### config.mk
export PLATFORM = sky130hd
export DESIGN_NAME = pin_entry_ctrl
export DESIGN_NICKNAME = d
export VERILOG_FILES = /design/src/rtl/pin_entry_ctrl.sv
export SDC_FILE = /design/constraint.sdc
export NUM_CORES = 1
export LEC_CHECK = 0
export CAP_MARGIN = 20
export CELL_PAD_IN_SITES_DETAIL_PLACEMENT = 0
export CELL_PAD_IN_SITES_GLOBAL_PLACEMENT = 2
export CORE_ASPECT_RATIO = 0.75
export CORE_MARGIN = 2
export CORE_UTILIZATION = 37
export DETAILED_ROUTE_END_ITERATION = 10
export GPL_TIMING_DRIVEN = 0
export PLACE_DENSITY_LB_ADDON = 0.1
export SETUP_SLACK_MARGIN = 0.3
export SLEW_MARGIN = 0
export SYNTH_ARGS = -nofsm -noshare
export SYNTH_HDL_FRONTEND = slang
export SYNTH_SLANG_ARGS = --single-unit
### constraint.sdc
create_clock -name clk_i -period 5.4 [get_ports clk_i]
set_clock_uncertainty 0.2 [all_clocks]
set_input_delay 0.54 -clock clk_i [delete_from_list [all_inputs] [get_ports clk_i]]
set_output_delay 0.54 -clock clk_i [all_outputs]
set_load 0.02 [all_outputs]
### src/rtl/pin_entry_ctrl.sv
// Two-button PIN front end: conditions raw button levels, assembles a 4-digit
// BCD entry, stores the first entry as reference and verifies later ones.
module pin_entry_ctrl #(
    parameter int MAX_TRIES   = 3,
    parameter int LOCK_CYCLES = 1000000
) (
    input  logic        clk_i,
    input  logic        rst_i,
    input  logic        b_esq_i,
    input  logic        b_dir_i,
    input  logic        lock_i,
    output logic [3:0]  digit_o,
    output logic [1:0]  digit_idx_o,
    output logic [15:0] pin_vec_o,
    output logic        pin_set_o,
    output logic        unlock_o,
    output logic        fail_o,
    output logic [3:0]  fail_cnt_o,
    output logic        locked_out_o
);

    localparam int              CW       = $clog2(LOCK_CYCLES);
    localparam logic [CW-1:0]   CNT_LOAD = CW'(LOCK_CYCLES - 1);
    localparam logic [3:0]      MAX_CNT  = 4'(MAX_TRIES);

    typedef enum logic [2:0] {
        ST_SETUP,
        ST_VERIFY,
        ST_CHECK,
        ST_UNLOCKED,
        ST_LOCKOUT
    } state_e;

    state_e         state_q, state_d;
    logic [3:0]     digit_q, digit_d;
    logic [1:0]     idx_q, idx_d;
    logic [15:0]    entry_q, entry_d;
    logic [15:0]    pin_q, pin_d;
    logic           pin_set_q, pin_set_d;
    logic           unlock_q, unlock_d;
    logic           fail_q, fail_d;
    logic [3:0]     fail_cnt_q, fail_cnt_d;
    logic           locked_q, locked_d;
    logic [CW-1:0]  cnt_q, cnt_d;

    logic [1:0]     esq_sync_q, dir_sync_q;
    logic           esq_hist_q, dir_hist_q;
    logic           esq_evt, dir_evt, inc_evt, cfm_evt;

    // Synchronizers keep running in every state so a button held through an
    // ignored phase cannot produce a late event when editing resumes.
    always_ff @(posedge clk_i) begin
        if (rst_i) begin
            esq_sync_q <= 2'b00;
            dir_sync_q <= 2'b00;
            esq_hist_q <= 1'b0;
            dir_hist_q <= 1'b0;
        end else begin
            esq_sync_q <= {esq_sync_q[0], b_esq_i};
            dir_sync_q <= {dir_sync_q[0], b_dir_i};
            esq_hist_q <= esq_sync_q[1];
            dir_hist_q <= dir_sync_q[1];
        end
    end

    assign esq_evt = esq_sync_q[1] & ~esq_hist_q;
    assign dir_evt = dir_sync_q[1] & ~dir_hist_q;
    assign inc_evt = dir_evt & ~esq_evt;
    assign cfm_evt = esq_evt & ~dir_evt;

    always_ff @(posedge clk_i) begin
        if (rst_i) begin
            state_q    <= ST_SETUP;
            digit_q    <= 4'd0;
            idx_q      <= 2'd0;
            entry_q    <= 16'd0;
            pin_q      <= 16'd0;
            pin_set_q  <= 1'b0;
            unlock_q   <= 1'b0;
            fail_q     <= 1'b0;
            fail_cnt_q <= 4'd0;
            locked_q   <= 1'b0;
            cnt_q      <= '0;
        end else begin
            state_q    <= state_d;
            digit_q    <= digit_d;
            idx_q      <= idx_d;
            entry_q    <= entry_d;
            pin_q      <= pin_d;
            pin_set_q  <= pin_set_d;
            unlock_q   <= unlock_d;
            fail_q     <= fail_d;
            fail_cnt_q <= fail_cnt_d;
            locked_q   <= locked_d;
            cnt_q      <= cnt_d;
        end
    end

    always_comb begin
        state_d    = state_q;
        digit_d    = digit_q;
        idx_d      = idx_q;
        entry_d    = entry_q;
        pin_d      = pin_q;
        pin_set_d  = pin_set_q;
        unlock_d   = unlock_q;
        fail_d     = 1'b0;
        fail_cnt_d = fail_cnt_q;
        locked_d   = locked_q;
        cnt_d      = cnt_q;

        case (state_q)
            ST_SETUP, ST_VERIFY: begin
                if (inc_evt) begin
                    digit_d = (digit_q == 4'd9) ? 4'd0 : digit_q + 4'd1;
                end else if (cfm_evt) begin
                    entry_d[{idx_q, 2'b00} +: 4] = digit_q;
                    digit_d = 4'd0;
                    idx_d   = idx_q + 2'd1;
                    if (idx_q == 2'd3) begin
                        if (state_q == ST_SETUP) begin
                            pin_d     = entry_d;
                            pin_set_d = 1'b1;
                            entry_d   = 16'd0;
                            state_d   = ST_VERIFY;
                        end else begin
                            state_d = ST_CHECK;
                        end
                    end
                end
            end

            ST_CHECK: begin
                digit_d = 4'd0;
                idx_d   = 2'd0;
                entry_d = 16'd0;
                if (entry_q == pin_q) begin
                    unlock_d   = 1'b1;
                    fail_cnt_d = 4'd0;
                    state_d    = ST_UNLOCKED;
                end else begin
                    fail_d     = 1'b1;
                    fail_cnt_d = fail_cnt_q + 4'd1;
                    if (fail_cnt_d == MAX_CNT) begin
                        locked_d = 1'b1;
                        cnt_d    = CNT_LOAD;
                        state_d  = ST_LOCKOUT;
                    end else begin
                        state_d = ST_VERIFY;
                    end
                end
            end

            ST_UNLOCKED: begin
                if (lock_i) begin
                    unlock_d = 1'b0;
                    state_d  = ST_VERIFY;
                end
            end

            ST_LOCKOUT: begin
                // Loaded with LOCK_CYCLES-1 so the zero cycle completes the window.
                if (cnt_q == '0) begin
                    locked_d   = 1'b0;
                    fail_cnt_d = 4'd0;
                    state_d    = ST_VERIFY;
                end else begin
                    cnt_d = cnt_q - 1'b1;
                end
            end

            default: state_d = ST_SETUP;
        endcase
    end

    assign digit_o      = digit_q;
    assign digit_idx_o  = idx_q;
    assign pin_vec_o    = pin_q;
    assign pin_set_o    = pin_set_q;
    assign unlock_o     = unlock_q;
    assign fail_o       = fail_q;
    assign fail_cnt_o   = fail_cnt_q;
    assign locked_out_o = locked_q;

endmodule

==> reports/results.txt, run 1 <==
DIE HEIGHT: 90.5 um
TritonCTS clock tree: built
initial antenna violation count: 0
Initial DRC Count: 135
initial core utilization: 38.1%
r2r setup slk: 2.43 ns
Synth Cell Area: 3690 sq um
maximum VDD drop: 0.000227 V
Synth top area share: 40.6%
Max Slew Vio Count: 0
cell repeated most along the worst path: clkbuf_1
Syn Inst Count: 433
setup tns final: 0 ns
CP required: 5.38 ns
GRT Overall Usage: 19.5%
Area after DPL: 4200 sq um
reg2reg end: pin_vec_o[11]$_SDFFE_PP0P_
n_diodes: 0
# Post-CTS Setup Buffers: 0
hold endpoint: esq_sync_q[1]$_SDFF_PP0_
dpl hpwl: 7200 um
RSZ-0062 raised after global routing: no
CTS buffer count: 9
RePlAce Congestion: 0.812
worst hold start: esq_sync_q[0]$_SDFF_PP0_
Worst Path Max Fanout: 10
Avg Cell Area, Syn: 8.53 sq um
number of I/O port buffers: 34
synth unique cells: 54
Top delay family on crit path: buffers and inverters
Power Dens Cells: 283 nW/um^2
Pre-antenna DRT Iters: 4
Lkg Pwr: 1.79 nW
commonest non-fill, non-tap cells in the layout: dfxtp_1, nor2_1, clkdlybuf4s50_1
Mapped Nets: 452
Worst setup EP type: flip-flop
CP bufs+invs: 3
most common cell after layout, fill and taps aside: dfxtp_1
Max Freq: 0.337 GHz
WS Path Type: reg2reg
# DRC: 0
Clk pin slew, worst setup/hold paths: 0.06 ns
clock latency on the worst-skew pair: 0.34 ns
post-route clock period utilization: 54.9%
# setup viols final: 0
minimum hold slack: 0.243 ns
Final Critical Period: 2.97 ns
startpoint types: flip-flop
core area: 9700 sq um
crit path DAT: 2.95 ns
final wirelength: 10,200 um
Clock Sinks: 75
Max stage delay on crit path: 0.51 ns
power consumption: 1.28 mW
ratio of cells with drive above 1 in the final layout: 5.18%
clock root cell: clkbuf_16
H-tree depth: 3
endpoints failing hold: 0
first-pass GRT wire length: 16,200 um
post-route ant nets: 0
Yosys reg bits: 75
yosys warns: 0
Congestion Overflow GR: 0
number of synthesized flops with an enable pin: 0
final-stage net count: 497
R2R depth: 7
hold crit path type: reg2reg
PostCTS Resize Cnt: 0
Area Growth Syn to Fin: 22.6%
Critical Path, Cell by Cell: ha_1 -> clkbuf_1 -> nor2b_1 -> and3_1 -> clkbuf_1 -> buf_1 -> a311oi_1
die footprint: 10,800 sq um
pin count of the biggest net entering global routing: 13
detailed-route via count: 3,166
asr flop ratio synth: 0%
number of max-cap violations: 0
register area share after synthesis: 40.6%
row cnt: 31
hold path cells: 1
Die W: 119 um
number of vias per cell: 5.15
status: completed
Reg2Reg Launch Point: digit_idx_o[0]$_SDFFE_PP0P_
DR WL/cell: 16.5 um
Finished Cell Area: 4530 sq um
Worst-Margin Slew: 0.708 ns
Ports: 35
Top FF cell, synth: dfxtp_1
clk buf depth: 2
Area contributors post-synth: dfxtp_1, xor2_1, nor2_1
slew margin rel.: 52.7%
vias in the first global route: 2,991
Yosys top cell by area: dfxtp_1
critical path's slowest cell: buf_1
hold buffers post-CTS: 0
## per-stage QoR
stage,worst slack (ns),util (%),std cells
floorplan,2.91,-,433
global placement,2.45,43.3,599
detailed placement,2.46,43.3,599
CTS,2.41,46.7,615
global route,2.15,46.7,615
finish,2.43,46.7,615
## kinds of logic after synthesis
family,share of synthesized area [%]
DFF,40.6
adders and majority gates,4.74
and+or+nand+nor,26.9
buffers and inverters,3.89
AOI/OAI and AO/OA,15.8
xor gates and xnor gates,6.87
muxes,1.08
## worst max path at each step
stage	slack [ns]	cells past startpoint	to	start
CTS	2.41	7	pin_vec_o[11]$_SDFFE_PP0P_	digit_idx_o[0]$_SDFFE_PP0P_
finish	2.43	7	pin_vec_o[11]$_SDFFE_PP0P_	digit_idx_o[0]$_SDFFE_PP0P_
global route	2.15	7	pin_vec_o[8]$_SDFFE_PP0P_	digit_idx_o[0]$_SDFFE_PP0P_
floorplan	2.91	7	cnt_q[18]$_SDFFE_PP0P_	fail_cnt_o[1]$_SDFFE_PP0P_
detailed placement	2.46	7	pin_vec_o[11]$_SDFFE_PP0P_	digit_idx_o[0]$_SDFFE_PP0P_
global placement	2.45	7	pin_vec_o[11]$_SDFFE_PP0P_	digit_idx_o[0]$_SDFFE_PP0P_
## cells in the mapped netlist (2+ instances only)
cell type / count
a211oi_1: 4
a21oi_1: 19
a22oi_1: 14
a311oi_1: 11
a31oi_1: 8
and2_1: 4
buf_1: 3
clkbuf_1: 17
dfxtp_1: 75
ha_1: 14
inv_1: 14
mux2i_1: 4
nand2_1: 28
nand2b_1: 17
nand3_1: 19
nand3b_1: 3
nand4_1: 3
nand4b_1: 2
nor2_1: 62
nor2b_1: 14
nor3_1: 11
nor3b_1: 2
nor4_1: 8
o2111ai_1: 2
o21ai_1: 4
o22ai_1: 4
o31ai_1: 3
or2_2: 2
or3_1: 6
or4_1: 5
xnor2_1: 2
xor2_1: 27
## sequential cells by signal, indices dropped and copies added, names as in the netlist, 2 cells and up
register     cells
pin_vec_o       16
digit_o          4
entry_q         16
digit_idx_o      2
esq_sync_q       2
cnt_q           20
fail_cnt_o       4
state_q          3
dir_sync_q       2
## cell type report
cell class	instances	area, sq um
Fill cell	964	5170
Multi-Input combinational cell	322	2050
Sequential cell	75	1500
Timing Repair Buffer	34	340
Clock buffer	12	256
Tap cell	132	165
Buffer	22	91.3
Clock inverter	4	72.6
Inverter	14	52.6
## worst register-to-register path, delay by kind of cell, from the launching register on
| kind | cells | cell delay [ns] |
|---|---|---|
| buf+inv | 3 | 1.30 |
| simple gates | 2 | 0.42 |
| flops | 1 | 0.50 |
| fa+ha+maj | 1 | 0.20 |
| compound gates | 1 | 0.19 |
## layer usage
metal / track usage [%] / wire length [um] / up-vias
li1: - / - / 1626
met1: 31.0 / 5570 / 1468
met2: 25.7 / 3860 / 65
met3: 5.87 / 657 / 7
met4: 3.53 / 69 / 0
met5: 0 / 0 / -
## where the power goes
group / total [mW] / switching [mW] / internal (mW) / leakage (nW)
sequential: 0.565 / 0.00724 / 0.558 / 0.605
clock: 0.664 / 0.234 / 0.429 / 0.159
combinational: 0.0527 / 0.0345 / 0.0182 / 1.02
total: 1.28 / 0.276 / 1.01 / 1.79
No activity file was read; power rests on OpenSTA's default activity.
==> run 2, diff against run 1 <==
--- a/config.mk
+++ b/config.mk
@@ -10,7 +10,7 @@
 export CELL_PAD_IN_SITES_GLOBAL_PLACEMENT = 2
 export CORE_ASPECT_RATIO = 0.75
 export CORE_MARGIN = 2
-export CORE_UTILIZATION = 37
+export CORE_UTILIZATION = 31
 export DETAILED_ROUTE_END_ITERATION = 10
 export GPL_TIMING_DRIVEN = 0
 export PLACE_DENSITY_LB_ADDON = 0.1
==> constraint.sdc (replaced) <==
create_clock -name clk_i -period 2.6 [get_ports clk_i]
set_clock_uncertainty 0.2 [all_clocks]
set_input_delay 0.26 -clock clk_i [delete_from_list [all_inputs] [get_ports clk_i]]
set_output_delay 0.26 -clock clk_i [all_outputs]
set_load 0.02 [all_outputs]
==> run 2 against run 1 <==
Against the previous run:
- critical path depth up 1
- highest routed layer unchanged
- largest power group unchanged
- cell count up 8.6%
- setup slack worse by 2.3 ns
- first-iteration DRC count up 33%
- sequential cell count unchanged
- global-route usage down 1.4 points
- combinational power up 120%
- sequential power up 110%
- die area up 19%
- clock power up 91%
- register-to-register slack worse by 2.3 ns
- utilization down 3.5 points
==> reports/results.txt, run 2 (synthesis gave the netlist of run 1 again) <==
Worst Path Max Fanout: 5 (-5)
crit path DAT: 2.51 ns (-0.44 ns)
WL met2: 4500 um (+17%)
initial core utilization: 31.8% (-6.3 points)
detailed-route via count: 3,305 (+4.4%)
DR top layer: met4
setup ws final: 0.0849 ns (-2.35 ns)
Max Slew Vio Count: 0 (unchanged)
final-stage net count: 520 (+4.6%)
DR WL/cell: 17.0 um (+2.8%)
maximum VDD drop: 0.000311 V (+37%)
Max stage delay on crit path: 0.55 ns (+0.04 ns)
dpl hpwl: 7590 um (+5.4%)
Critical Path Stages: 8 (+1)
Initial DRC Count: 180 (+33%)
Metal-1 WL: 6120 um (+9.7%)
post-route ant nets: 0 (unchanged)
initial antenna violation count: 0 (unchanged)
clk buf depth: 2 (unchanged)
number of I/O port buffers: 34 (unchanged)
# setup viols final: 0 (unchanged)
Congestion Overflow GR: 0 (unchanged)
post-route clock period utilization: 96.7% (+42 points)
endpoints failing hold: 0 (unchanged)
Pre-antenna DRT Iters: 4 (unchanged)
Ports: 35 (unchanged)
CP bufs+invs: 2 (-1)
largest register by flop count: cnt_q
Final Critical Period: 2.52 ns (-0.450 ns)
clock root cell: clkbuf_16
WS Path Type: reg2reg
CP required: 2.59 ns (-2.79 ns)
core area: 11,600 sq um (+20%)
# fillers: 1,156 (+20%)
pre-CTS WS: -0.327 ns (-2.78 ns)
number of max-cap violations: 0 (unchanged)
TritonCTS clock tree: built
CTS buffer count: 9 (unchanged)
ratio of cells with drive above 1 in the final layout: 18.2% (+13 points)
Worst setup EP type: flip-flop
Largest register FFs: 20 (unchanged)
Worst-Margin Slew: 0.947 ns (+0.240 ns)
H-tree depth: 3 (unchanged)
# DRC: 0 (unchanged)
power consumption: 2.56 mW (+100%)
vias in the first global route: 3,172 (+6.1%)
n_diodes: 0 (unchanged)
row cnt: 34 (+9.7%)
final wirelength: 11,300 um (+12%)
Max Freq: 0.398 GHz (+18%)
Clk pin slew, worst setup/hold paths: 0.06 ns (about the same)
hold crit path type: reg2reg
hold buffers post-CTS: 0 (unchanged)
die footprint: 12,800 sq um (+19%)
cell repeated most along the worst path: buf_6
Top delay family on crit path: simple AND/OR/NAND/NOR gates
clock latency on the worst-skew pair: 0.34 ns (about the same)
most common cell after layout, fill and taps aside: dfxtp_1
met3 wire len: 613 um (-6.7%)
Clock Sinks: 75 (unchanged)
Critical Path, Cell by Cell: or4_4 -> nand4bb_4 -> buf_6 -> o21a_4 -> a22oi_4 -> buf_6 -> xor2_1 -> a21oi_1
Power Dens Cells: 510 nW/um^2 (+80%)
pin count of the biggest net entering global routing: 13 (unchanged)
slew margin rel.: 36.6% (-16 points)
Die W: 130 um (+8.9%)
status: completed
Lkg Pwr: 1.98 nW (+11%)
commonest non-fill, non-tap cells in the layout: dfxtp_1, nor2_1, clkdlybuf4s50_1
critical path's slowest cell: or4_4
startpoint types: flip-flop
hold path cells: 1 (unchanged)
Area Growth Syn to Fin: 35.8%
RePlAce Congestion: 0.806 (-0.71%)
RSZ-0062 raised after global routing: yes
DIE HEIGHT: 98.5 um (+8.8%)
number of vias per cell: 4.95 (-3.9%)
GRT Overall Usage: 18.2% (-1.4 points)
first-pass GRT wire length: 17,600 um (+9.1%)
R2R depth: 8 (+1)
run 2: cell types whose count changed in the layout (fill, tap and decap cells not counted), moves of 3 or more:
| cell | before | now |
|---|---|---|
| clkbuf_2 | 0 | 6 |
| nand3_1 | 19 | 14 |
| clkbuf_1 | 18 | 7 |
| dfxtp_4 | 0 | 3 |
| dfxtp_1 | 75 | 70 |
| nor2_1 | 62 | 59 |
| nor4_1 | 8 | 4 |
| nand3_2 | 0 | 4 |
| buf_6 | 1 | 6 |
| buf_4 | 0 | 20 |
run 2: area by class of cell:
class | instances | area [sq um] | share of cell area [%]
Timing Repair Buffer | 57 | 536 | 10.7
Tap cell | 162 | 203 | 4.04
Clock buffer | 13 | 292 | 5.81
Buffer | 22 | 141 | 2.82
Multi-Input combinational cell | 322 | 2260 | 45.0
Clock inverter | 3 | 17.5 | 0.349
Sequential cell | 75 | 1520 | 30.2
Inverter | 14 | 55.1 | 1.10
run 2: per-layer routing:
layer / vias to the layer above / GRT usage (%)
met1: 1557 / 29.4
met5: - / 0
met2: 68 / 23.6
li1: 1668 / -
met4: 0 / 4.47
met3: 12 / 4.23
run 2: worst paths after layout:
path                            start                        to  slack (ns)
max             cnt_q[3]$_SDFFE_PP0P_     cnt_q[2]$_SDFFE_PP0P_        0.08
min          esq_sync_q[0]$_SDFF_PP0_  esq_sync_q[1]$_SDFF_PP0_        0.24
max reg2reg     cnt_q[3]$_SDFFE_PP0P_     cnt_q[2]$_SDFFE_PP0P_        0.08
min reg2reg  esq_sync_q[0]$_SDFF_PP0_  esq_sync_q[1]$_SDFF_PP0_        0.24
run 2: repair_timing:
item                                    CTS  global route
setup buffers                            14             8
cloned                                    1             0
pin swaps                                18            25
endpoints found under the setup margin   52            53
gates resized for setup                  29            44
run 2: report_power, final:
group          total [mW]  internal (mW)  switching, mW
registers            1.17           1.16         0.0157
logic               0.117         0.0408         0.0757
clock network        1.27          0.780          0.493
run 2: stage by stage:
step / util, % / std cells / hold WS [ns] / TNS (ns) / instance area (sq um)
floorplan: - / 433 / 0.188 / 0 / 3730
global placement: 36.8 / 629 / 0.226 / -4.28 / 4270
detailed placement: 36.8 / 629 / 0.226 / -4.32 / 4270
CTS: 41.4 / 660 / 0.245 / 0 / 4810
global route: 43.2 / 668 / 0.266 / 0 / 5020
finish: 43.2 / 668 / 0.241 / 0 / 5020
==> run 3, diff against run 2 <==
--- a/config.mk
+++ b/config.mk
@@ -15,7 +15,6 @@
 export GPL_TIMING_DRIVEN = 0
 export PLACE_DENSITY_LB_ADDON = 0.1
 export SETUP_SLACK_MARGIN = 0.3
-export SLEW_MARGIN = 0
 export SYNTH_ARGS = -nofsm -noshare
 export SYNTH_HDL_FRONTEND = slang
 export SYNTH_SLANG_ARGS = --single-unit
==> results of run 3 <==
Same layout as run 2: the final DEF is identical, and so are final timing and power.
